==> config.mk <==
export PLATFORM = sky130hd
export DESIGN_NAME = sram_req_master_flat
export DESIGN_NICKNAME = d
export VERILOG_FILES = /design/src/rtl/sram_req_master_pkg.sv /design/src/rtl/sram_req_master_if.sv /design/src/rtl/sram_req_master_rsp_fifo.sv /design/src/rtl/sram_req_master.sv /design/src/flat_wrapper.sv
export SDC_FILE = /design/constraint.sdc
export NUM_CORES = 1
export LEC_CHECK = 0
export BUFFER_PORTS_ARGS = -buffer_cell sky130_fd_sc_hd__buf_4
export CORE_MARGIN = 1.5
export CORE_UTILIZATION = 36
export DETAILED_ROUTE_END_ITERATION = 12
export MAX_ROUTING_LAYER = met4
export SYNTH_ARGS = -nofsm -noshare
export SYNTH_HDL_FRONTEND = slang
export SYNTH_SLANG_ARGS = --single-unit
==> constraint.sdc <==
create_clock -name clk -period 4.74 [get_ports clk]
set_input_delay 0.237 -clock clk [delete_from_list [all_inputs] [get_ports clk]]
set_output_delay 0.237 -clock clk [all_outputs]
set_load 0.02 [all_outputs]
==> src/rtl/sram_req_master_pkg.sv <==
// sram_req_pkg
// Shared constants for the SRAM request master and its response FIFO.
//   - default bus widths and response FIFO depth
//   - response-entry layout: {write_flag, data} when write acknowledges are
//     built in (SRAM_WR_RESP_EN), plain data otherwise
//   - access-kind enum used to track what the in-flight access was
package sram_req_pkg;

  localparam int SRAM_DATA_WIDTH_DEF = 32;
  localparam int SRAM_ADDR_WIDTH_DEF = 10;
  localparam int RSP_DEPTH_DEF       = 4;

  typedef enum logic {
    ACC_READ  = 1'b0,
    ACC_WRITE = 1'b1
  } acc_kind_e;

  // Data occupies the low bits of a response entry.
  function automatic int rsp_data_lsb();
    return 0;
  endfunction

  // The write flag sits directly above the data.
  function automatic int rsp_write_bit(input int data_width);
    return data_width;
  endfunction

  // Total entry width for a given data width and feature setting.
  function automatic int rsp_entry_width(input int data_width, input bit with_write_flag);
    return with_write_flag ? data_width + 1 : data_width;
  endfunction

endpackage

==> src/rtl/sram_req_master_if.sv <==
// sram_req_master_if
// Bundles the client request stream, the response stream and the SRAM bus.
//   master modport : the bridge (drives req_ready, rsp_*, sram_en/we/addr/din)
//   slave modport  : client + SRAM side (drives req_*, rsp_ready, sram_dout)
// Handshake rule for both streams: a beat transfers on a rising edge where
// valid && ready; once valid is raised, the payload stays stable until that
// transfer. req_ready never looks at req_valid.
interface sram_req_master_if
  import sram_req_pkg::*;
#(
  parameter int DATA_WIDTH = SRAM_DATA_WIDTH_DEF,
  parameter int ADDR_WIDTH = SRAM_ADDR_WIDTH_DEF
);
  localparam int NB = DATA_WIDTH / 8;

  logic                  req_valid;
  logic                  req_ready;
  logic [NB-1:0]         req_we;
  logic [ADDR_WIDTH-1:0] req_addr;
  logic [DATA_WIDTH-1:0] req_wdata;

  logic                  rsp_valid;
  logic                  rsp_ready;
  logic [DATA_WIDTH-1:0] rsp_rdata;
  logic                  rsp_write;

  logic                  sram_en;
  logic [NB-1:0]         sram_we;
  logic [ADDR_WIDTH-1:0] sram_addr;
  logic [DATA_WIDTH-1:0] sram_din;
  logic [DATA_WIDTH-1:0] sram_dout;

  modport master (
    input  req_valid, req_we, req_addr, req_wdata, rsp_ready, sram_dout,
    output req_ready, rsp_valid, rsp_rdata, rsp_write,
           sram_en, sram_we, sram_addr, sram_din
  );

  modport slave (
    output req_valid, req_we, req_addr, req_wdata, rsp_ready, sram_dout,
    input  req_ready, rsp_valid, rsp_rdata, rsp_write,
           sram_en, sram_we, sram_addr, sram_din
  );

endinterface

==> src/rtl/sram_req_master_rsp_fifo.sv <==
// sram_rsp_fifo
// Synchronous FIFO holding response beats; the head entry is visible on rdata
// without a pop (first-word fall-through). A push and a pop in the same cycle
// are allowed at any fill level, including full.
//   clk, rst : clock, asynchronous active-high reset
//   push     : write wdata this cycle
//   pop      : drop the head entry (ignored when empty)
//   rdata    : head entry, zero while empty
//   count    : number of stored entries (0..DEPTH)
//   full     : count == DEPTH
//   empty    : count == 0
module sram_rsp_fifo #(
  parameter int WIDTH = 33,
  parameter int DEPTH = 4
) (
  input  logic                     clk,
  input  logic                     rst,
  input  logic                     push,
  input  logic [WIDTH-1:0]         wdata,
  input  logic                     pop,
  output logic [WIDTH-1:0]         rdata,
  output logic [$clog2(DEPTH):0]   count,
  output logic                     full,
  output logic                     empty
);
  localparam int AW = $clog2(DEPTH);

  logic [WIDTH-1:0] mem_q [DEPTH];
  logic [AW-1:0]    wr_ptr_q, wr_ptr_d;
  logic [AW-1:0]    rd_ptr_q, rd_ptr_d;
  logic [AW:0]      count_q, count_d;
  logic             pop_eff;

  always_comb begin
    pop_eff  = pop & (count_q != '0);
    wr_ptr_d = wr_ptr_q;
    rd_ptr_d = rd_ptr_q;
    count_d  = count_q;
    // DEPTH is a power of two, so pointers wrap by natural overflow.
    if (push)    wr_ptr_d = wr_ptr_q + AW'(1);
    if (pop_eff) rd_ptr_d = rd_ptr_q + AW'(1);
    case ({push, pop_eff})
      2'b10:   count_d = count_q + (AW+1)'(1);
      2'b01:   count_d = count_q - (AW+1)'(1);
      default: count_d = count_q;
    endcase
  end

  always_ff @(posedge clk or posedge rst) begin
    if (rst) begin
      wr_ptr_q <= '0;
      rd_ptr_q <= '0;
      count_q  <= '0;
    end else begin
      wr_ptr_q <= wr_ptr_d;
      rd_ptr_q <= rd_ptr_d;
      count_q  <= count_d;
    end
  end

  // Storage needs no reset: nothing is visible while count is zero.
  always_ff @(posedge clk) begin
    if (push) mem_q[wr_ptr_q] <= wdata;
  end

  assign count = count_q;
  assign empty = (count_q == '0);
  assign full  = (count_q == (AW+1)'(DEPTH));
  assign rdata = empty ? '0 : mem_q[rd_ptr_q];

`ifndef SYNTHESIS
  // The credit scheme bounds outstanding accesses to DEPTH, so a push into a
  // full FIFO that is not popped the same cycle means the accounting broke.
  a_no_overflow : assert property (@(posedge clk) disable iff (rst)
    !(push && full && !pop));
`endif

endmodule

==> src/rtl/sram_req_master.sv <==
// sram_req_master
// Bridge from a valid/ready request stream to a byte-enabled single-port SRAM
// with 1-cycle synchronous read; read data returns on a valid/ready response
// stream with full backpressure.
//   clk, rst : clock, asynchronous active-high reset
//   bus      : sram_req_master_if.master
//              req_valid/req_ready/req_we/req_addr/req_wdata  (client in)
//              rsp_valid/rsp_ready/rsp_rdata/rsp_write        (client out)
//              sram_en/sram_we/sram_addr/sram_din/sram_dout   (SRAM)
// Optional feature macro: SRAM_WR_RESP_EN -- writes also return an
// acknowledge beat (rsp_write=1, rsp_rdata=0) in order with reads.
//
// Timing: an access issued on the edge ending cycle T is "pending" during
// T+1, its result enters the FIFO on the edge ending T+1, and the beat is
// visible from T+2. Each pending access or stored beat holds one credit;
// req_ready is high while credits remain, so the FIFO cannot overflow.
module sram_req_master
  import sram_req_pkg::*;
#(
  parameter int DATA_WIDTH = SRAM_DATA_WIDTH_DEF,
  parameter int ADDR_WIDTH = SRAM_ADDR_WIDTH_DEF,
  parameter int RSP_DEPTH  = RSP_DEPTH_DEF
) (
  input  logic               clk,
  input  logic               rst,
  sram_req_master_if.master  bus
);
  localparam int NB = DATA_WIDTH / 8;
  localparam int CW = $clog2(RSP_DEPTH) + 1;
`ifdef SRAM_WR_RESP_EN
  localparam int EW = rsp_entry_width(DATA_WIDTH, 1'b1);
`else
  localparam int EW = rsp_entry_width(DATA_WIDTH, 1'b0);
`endif

  logic [CW-1:0] fifo_count;
  logic          fifo_full;
  logic          fifo_empty;
  logic          fifo_push;
  logic          fifo_pop;
  logic [EW-1:0] fifo_wdata;
  logic [EW-1:0] fifo_rdata;

  logic          rd_pending_q, rd_pending_d;
  logic [CW:0]   credits_used;
  logic          req_ready;
  logic          issue;
  logic          is_write;

`ifdef SRAM_WR_RESP_EN
  acc_kind_e     pend_kind_q, pend_kind_d;
`endif

  always_comb begin
    // Only registered state feeds req_ready.
    credits_used = {1'b0, fifo_count} + (CW+1)'(rd_pending_q);
    req_ready    = credits_used < (CW+1)'(RSP_DEPTH);
    issue        = bus.req_valid & req_ready & ~rst;
    is_write     = (bus.req_we != '0);
`ifdef SRAM_WR_RESP_EN
    rd_pending_d = issue;
    pend_kind_d  = is_write ? ACC_WRITE : ACC_READ;
`else
    // Writes are fire-and-forget: no credit, no beat.
    rd_pending_d = issue & ~is_write;
`endif
  end

  always_ff @(posedge clk or posedge rst) begin
    if (rst) begin
      rd_pending_q <= 1'b0;
`ifdef SRAM_WR_RESP_EN
      pend_kind_q  <= ACC_READ;
`endif
    end else begin
      rd_pending_q <= rd_pending_d;
`ifdef SRAM_WR_RESP_EN
      pend_kind_q  <= pend_kind_d;
`endif
    end
  end

  // The SRAM result of the pending access is captured at the end of its
  // pending cycle.
  always_comb begin
    fifo_push = rd_pending_q;
    fifo_pop  = bus.rsp_ready & ~fifo_empty;
`ifdef SRAM_WR_RESP_EN
    if (pend_kind_q == ACC_WRITE) fifo_wdata = {1'b1, {DATA_WIDTH{1'b0}}};
    else                          fifo_wdata = {1'b0, bus.sram_dout};
`else
    fifo_wdata = bus.sram_dout;
`endif
  end

  sram_rsp_fifo #(
    .WIDTH (EW),
    .DEPTH (RSP_DEPTH)
  ) u_rsp_fifo (
    .clk   (clk),
    .rst   (rst),
    .push  (fifo_push),
    .wdata (fifo_wdata),
    .pop   (fifo_pop),
    .rdata (fifo_rdata),
    .count (fifo_count),
    .full  (fifo_full),
    .empty (fifo_empty)
  );

  assign bus.req_ready = req_ready;
  assign bus.sram_en   = issue;
  assign bus.sram_we   = issue ? bus.req_we : {NB{1'b0}};
  assign bus.sram_addr = bus.req_addr;
  assign bus.sram_din  = bus.req_wdata;

  assign bus.rsp_valid = ~fifo_empty;
  assign bus.rsp_rdata = fifo_rdata[rsp_data_lsb() +: DATA_WIDTH];
`ifdef SRAM_WR_RESP_EN
  assign bus.rsp_write = fifo_rdata[rsp_write_bit(DATA_WIDTH)];
`else
  assign bus.rsp_write = 1'b0;
`endif

endmodule

==> src/flat_wrapper.sv <==
// flat-port wrapper written by rule: the top's interface ports become plain ports
module sram_req_master_flat import sram_req_pkg::*;
#(
  parameter int DATA_WIDTH = SRAM_DATA_WIDTH_DEF,
  parameter int ADDR_WIDTH = SRAM_ADDR_WIDTH_DEF,
  parameter int RSP_DEPTH  = RSP_DEPTH_DEF
)
  (clk, rst, bus_req_valid, bus_req_we, bus_req_addr, bus_req_wdata, bus_rsp_ready, bus_sram_dout, bus_req_ready, bus_rsp_valid, bus_rsp_rdata, bus_rsp_write, bus_sram_en, bus_sram_we, bus_sram_addr, bus_sram_din);
  sram_req_master_if #(.DATA_WIDTH(DATA_WIDTH), .ADDR_WIDTH(ADDR_WIDTH)) bus_i ();
  input  logic clk;
  input  logic rst;
  input wire logic [$bits(bus_i.req_valid)-1:0] bus_req_valid;
  input wire logic [$bits(bus_i.req_we)-1:0] bus_req_we;
  input wire logic [$bits(bus_i.req_addr)-1:0] bus_req_addr;
  input wire logic [$bits(bus_i.req_wdata)-1:0] bus_req_wdata;
  input wire logic [$bits(bus_i.rsp_ready)-1:0] bus_rsp_ready;
  input wire logic [$bits(bus_i.sram_dout)-1:0] bus_sram_dout;
  output wire logic [$bits(bus_i.req_ready)-1:0] bus_req_ready;
  output wire logic [$bits(bus_i.rsp_valid)-1:0] bus_rsp_valid;
  output wire logic [$bits(bus_i.rsp_rdata)-1:0] bus_rsp_rdata;
  output wire logic [$bits(bus_i.rsp_write)-1:0] bus_rsp_write;
  output wire logic [$bits(bus_i.sram_en)-1:0] bus_sram_en;
  output wire logic [$bits(bus_i.sram_we)-1:0] bus_sram_we;
  output wire logic [$bits(bus_i.sram_addr)-1:0] bus_sram_addr;
  output wire logic [$bits(bus_i.sram_din)-1:0] bus_sram_din;
  assign bus_i.req_valid = bus_req_valid;
  assign bus_i.req_we = bus_req_we;
  assign bus_i.req_addr = bus_req_addr;
  assign bus_i.req_wdata = bus_req_wdata;
  assign bus_i.rsp_ready = bus_rsp_ready;
  assign bus_i.sram_dout = bus_sram_dout;
  assign bus_req_ready = bus_i.req_ready;
  assign bus_rsp_valid = bus_i.rsp_valid;
  assign bus_rsp_rdata = bus_i.rsp_rdata;
  assign bus_rsp_write = bus_i.rsp_write;
  assign bus_sram_en = bus_i.sram_en;
  assign bus_sram_we = bus_i.sram_we;
  assign bus_sram_addr = bus_i.sram_addr;
  assign bus_sram_din = bus_i.sram_din;
  sram_req_master #(.DATA_WIDTH(DATA_WIDTH), .ADDR_WIDTH(ADDR_WIDTH), .RSP_DEPTH(RSP_DEPTH)) u_core (.clk(clk), .rst(rst), .bus(bus_i));
endmodule
==> flow_metrics.py <==
metrics = {
    "sta": {
        "finalHoldViolCount": 0,
        "skew_ps": 7.29,
        "fin_setup_tns_ps": 0,
        "setup_ws_ps": 2050,
        "rsz0062_at_grt": "false",
        "hold_slack_ps": 31.8,
        "setup_viol_count_final": 0,
        "min_period_ps": 2690,
        "slew_headroom_pct": 37.2,
        "finalMaxSlewViolations": 0,
        "tightestPinTransition_ps": 942,
        "period_share_pct": 56.7,
        "fmaxAchievable_mhz": 372,
    },
    "global_route": {
        "grt_max_degree": 36,
        "busiest_layer": "met2",
        "grt_use_met1_pct": 14.6,
        "gr-usage-met2_pct": 22.8,
        "grt_pass1_wl_mm": 15.7,
        "grt_overflow": 0,
        "grt_pass1_vias": 2847,
        "grt.total_usage_pct": 13.6,
        "grt_use_met3_pct": 3.78,
        "grt_antenna_before_repair": 1,
    },
    "power_and_ir_drop": {
        "internal_power_w": 0.00274,
        "p_seq_share_pct": 37.3,
        "clkPwrFrac_pct": 32.5,
        "switching_share_pct": 29.6,
        "ir_worst_vdd_v": 0.000216,
        "power.density_nw_per_um2": 578,
        "p_leak_nw": 2.35,
        "p_switching_w": 0.00115,
        "p_comb_share_pct": 30.2,
    },
    "floorplanning": {
        "fp.coreArea_um2": 15300,
        "start_util_pct": 37.2,
        "placementRows": 45,
        "die_area_um2": 16600,
        "die_h_um": 129,
        "io_pins": 164,
        "fp.dieW_um": 129,
    },
    "clock_network": {
        "clkSlewWorstSetupHoldPaths_ps": 60,
        "cts_hold_repair.buffers": 1,
        "clock-sinks": 136,
        "numCtsBuffers": 17,
        "worstSkewPairLatency_ps": 400,
        "cts_resized": 0,
        "postCtsSetupBuffers": 0,
        "cts_tree": "done",
        "max-clock-path-buffers": 2,
        "clockRootBuffer": "clkbuf_16",
        "htreeDepth": 4,
    },
    "logic_synthesis": {
        "synthCells": 295,
        "ys_ff_latch": 136,
        "syn_avg_cell_area_um2": 19.3,
        "yosysTopAreaCellShare_pct": 67.5,
        "syn-num-nets": 383,
        "yosysSeqAreaShare_pct": 71.0,
        "synthDistinctLibCells": 25,
        "ys_async_sr_fraction_pct": 5.88,
        "synthesis.area_um2": 5690,
        "ys.warnings.count": 0,
        "synth_area_leaders": "edfxtp_1 (68%), mux4_2 (11%), buf_4 (5.7%)",
        "synth.largest_area_cell": "edfxtp_1",
        "synth-edff-count": 128,
        "ys.flop_type": "edfxtp_1",
    },
    "worst_hold_path": {
        "min_path_type": "in2reg",
        "holdPathStages": 1,
    },
    "critical_path": {
        "crit_chain": "buf_4 > mux4_1 > and2_1 > buf_4",
        "critPathMaxFanout": 27,
        "path_class": "reg2out",
        "critPathMaxStageDelay_ps": 640,
        "worstPathArrival_ps": 2450,
        "worstRegToRegCells": 9,
        "crit_path_start_kind": "flop",
        "end_kind": "primary output",
        "critPathRequiredTime_ps": 4500,
        "cp_common_cell": "buf_4",
        "critPathSlowestCell": "mux4_1",
        "r2r_slack_ps": 2560,
    },
    "routing": {
        "wl_per_cell_um": 17.9,
        "remaining_drc_errors": 0,
        "vias": 2587,
        "firstDrtPassIters": 4,
        "drt-vias-per-instance": 4.59,
        "wl_mm": 10.1,
        "drt_iter0_markers": 187,
        "antenna_left": 0,
    },
    "final_layout": {
        "layout-drive-gt1-share_pct": 41.2,
        "final_net_count": 427,
        "final_cell_mix": "edfxtp_1 (128), buf_4 (80), and2_1 (38)",
        "final_common_cell": "edfxtp_1",
        "postLayoutCoreUtil_pct": 43.9,
        "areaGrowthSynthToFinish_pct": 18.1,
        "finalInstanceArea_um2": 6720,
    },
    "placement": {
        "place_ws_ps": 2410,
        "placed_area_um2": 6130,
        "io_buffers": 78,
        "gp_congestion": 0.654,
    },
    "outcome": {
        "outcome": "finished, final reports clean",
    },
    "job": {
        "cap_viol_max_count": 0,
    },
}
## per-stage QoR
stage / power [W] / std cells
final: 0.00389 / 564
after global routing: 0.00407 / 564
after CTS: 0.00395 / 563
after detailed placement: 0.00268 / 530
after global placement: 0.00267 / 530
after floorplan: 0.00234 / 295
## final timing paths
check                                         startpoint                              to
setup / recovery           u_core.u_rsp_fifo.rd_ptr_q[0]                bus_rsp_rdata[1]
hold / removal                         bus_sram_dout[23]  u_core.u_rsp_fifo.mem_q[3][23]
setup reg to reg              u_core.u_rsp_fifo.count[0]      u_core.u_rsp_fifo.count[2]
hold reg to reg               u_core.u_rsp_fifo.count[2]      u_core.u_rsp_fifo.count[2]
max in group asynchronous                            rst   u_core.u_rsp_fifo.rd_ptr_q[1]
min in group asynchronous                            rst                u_core.fifo_push
## state kept, by name (all words and copies together), names as in the netlist
name                        cells
u_core.u_rsp_fifo.count         3
u_core.u_rsp_fifo.rd_ptr_q      2
u_core.u_rsp_fifo.wr_ptr_q      2
u_core.fifo_push                1
u_core.u_rsp_fifo.mem_q       128
## synth_stat cells (all sizes together), types with 2 or more instances
cell and instances:
dfrtp 8, ha 5, clkbuf 5, mux4 32, inv 7, edfxtp 128, xor2 4, buf 51
xnor2 2, and2 42
## critical path, delay by kind of cell (launching register included)
family	cells	cell delay, ps
buffers and inverters	2	680
DFF	1	500
muxes	1	640
and+or+nand+nor	1	200
## cell type report
class | count | area [um2]
fillers | 1407 | 8590
flip-flops and latches | 136 | 4050
multi-input cells | 96 | 1190
repair buffers | 81 | 611
clock buffers | 18 | 429
well taps | 211 | 264
clock inverters | 14 | 150
inverters | 7 | 26.3
diodes | 1 | 2.50
## layer usage
layer / vias to the layer above / part of all wire, %
li1: 1170 / -
met1: 1302 / 40
met2: 76 / 52
met3: 39 / 5.6
met4: 0 / 2.6
met5: - / 0
## kinds of logic (layout without fill, tap and decap cells)
kind of cell / Yosys count / in the layout / synth area share, %
buffers and inverters: 63 / 120 / 8.07
XOR/XNOR: 6 / 6 / 0.923
flip-flops: 136 / 136 / 71.0
other: 1 / 2 / 0.0659
multiplexers: 33 / 33 / 13.1
AO/OA/AOI/OAI: 2 / 2 / 0.198
adder cells (fa/ha/maj): 6 / 6 / 1.45
AND/OR/NAND/NOR: 48 / 48 / 5.16
## power by group through the flow
stage | logic [W] | clock network [W] | registers (W)
2_1_floorplan | 0.000948 | 0 | 0.00139
3_3_place_gp | 0.00119 | 0 | 0.00148
3_5_place_dp | 0.00120 | 0 | 0.00148
4_1_cts | 0.00121 | 0.00129 | 0.00146
5_1_grt | 0.00127 | 0.00134 | 0.00146
6_report | 0.00118 | 0.00126 | 0.00145
Power figures use the tool's default switching activity.
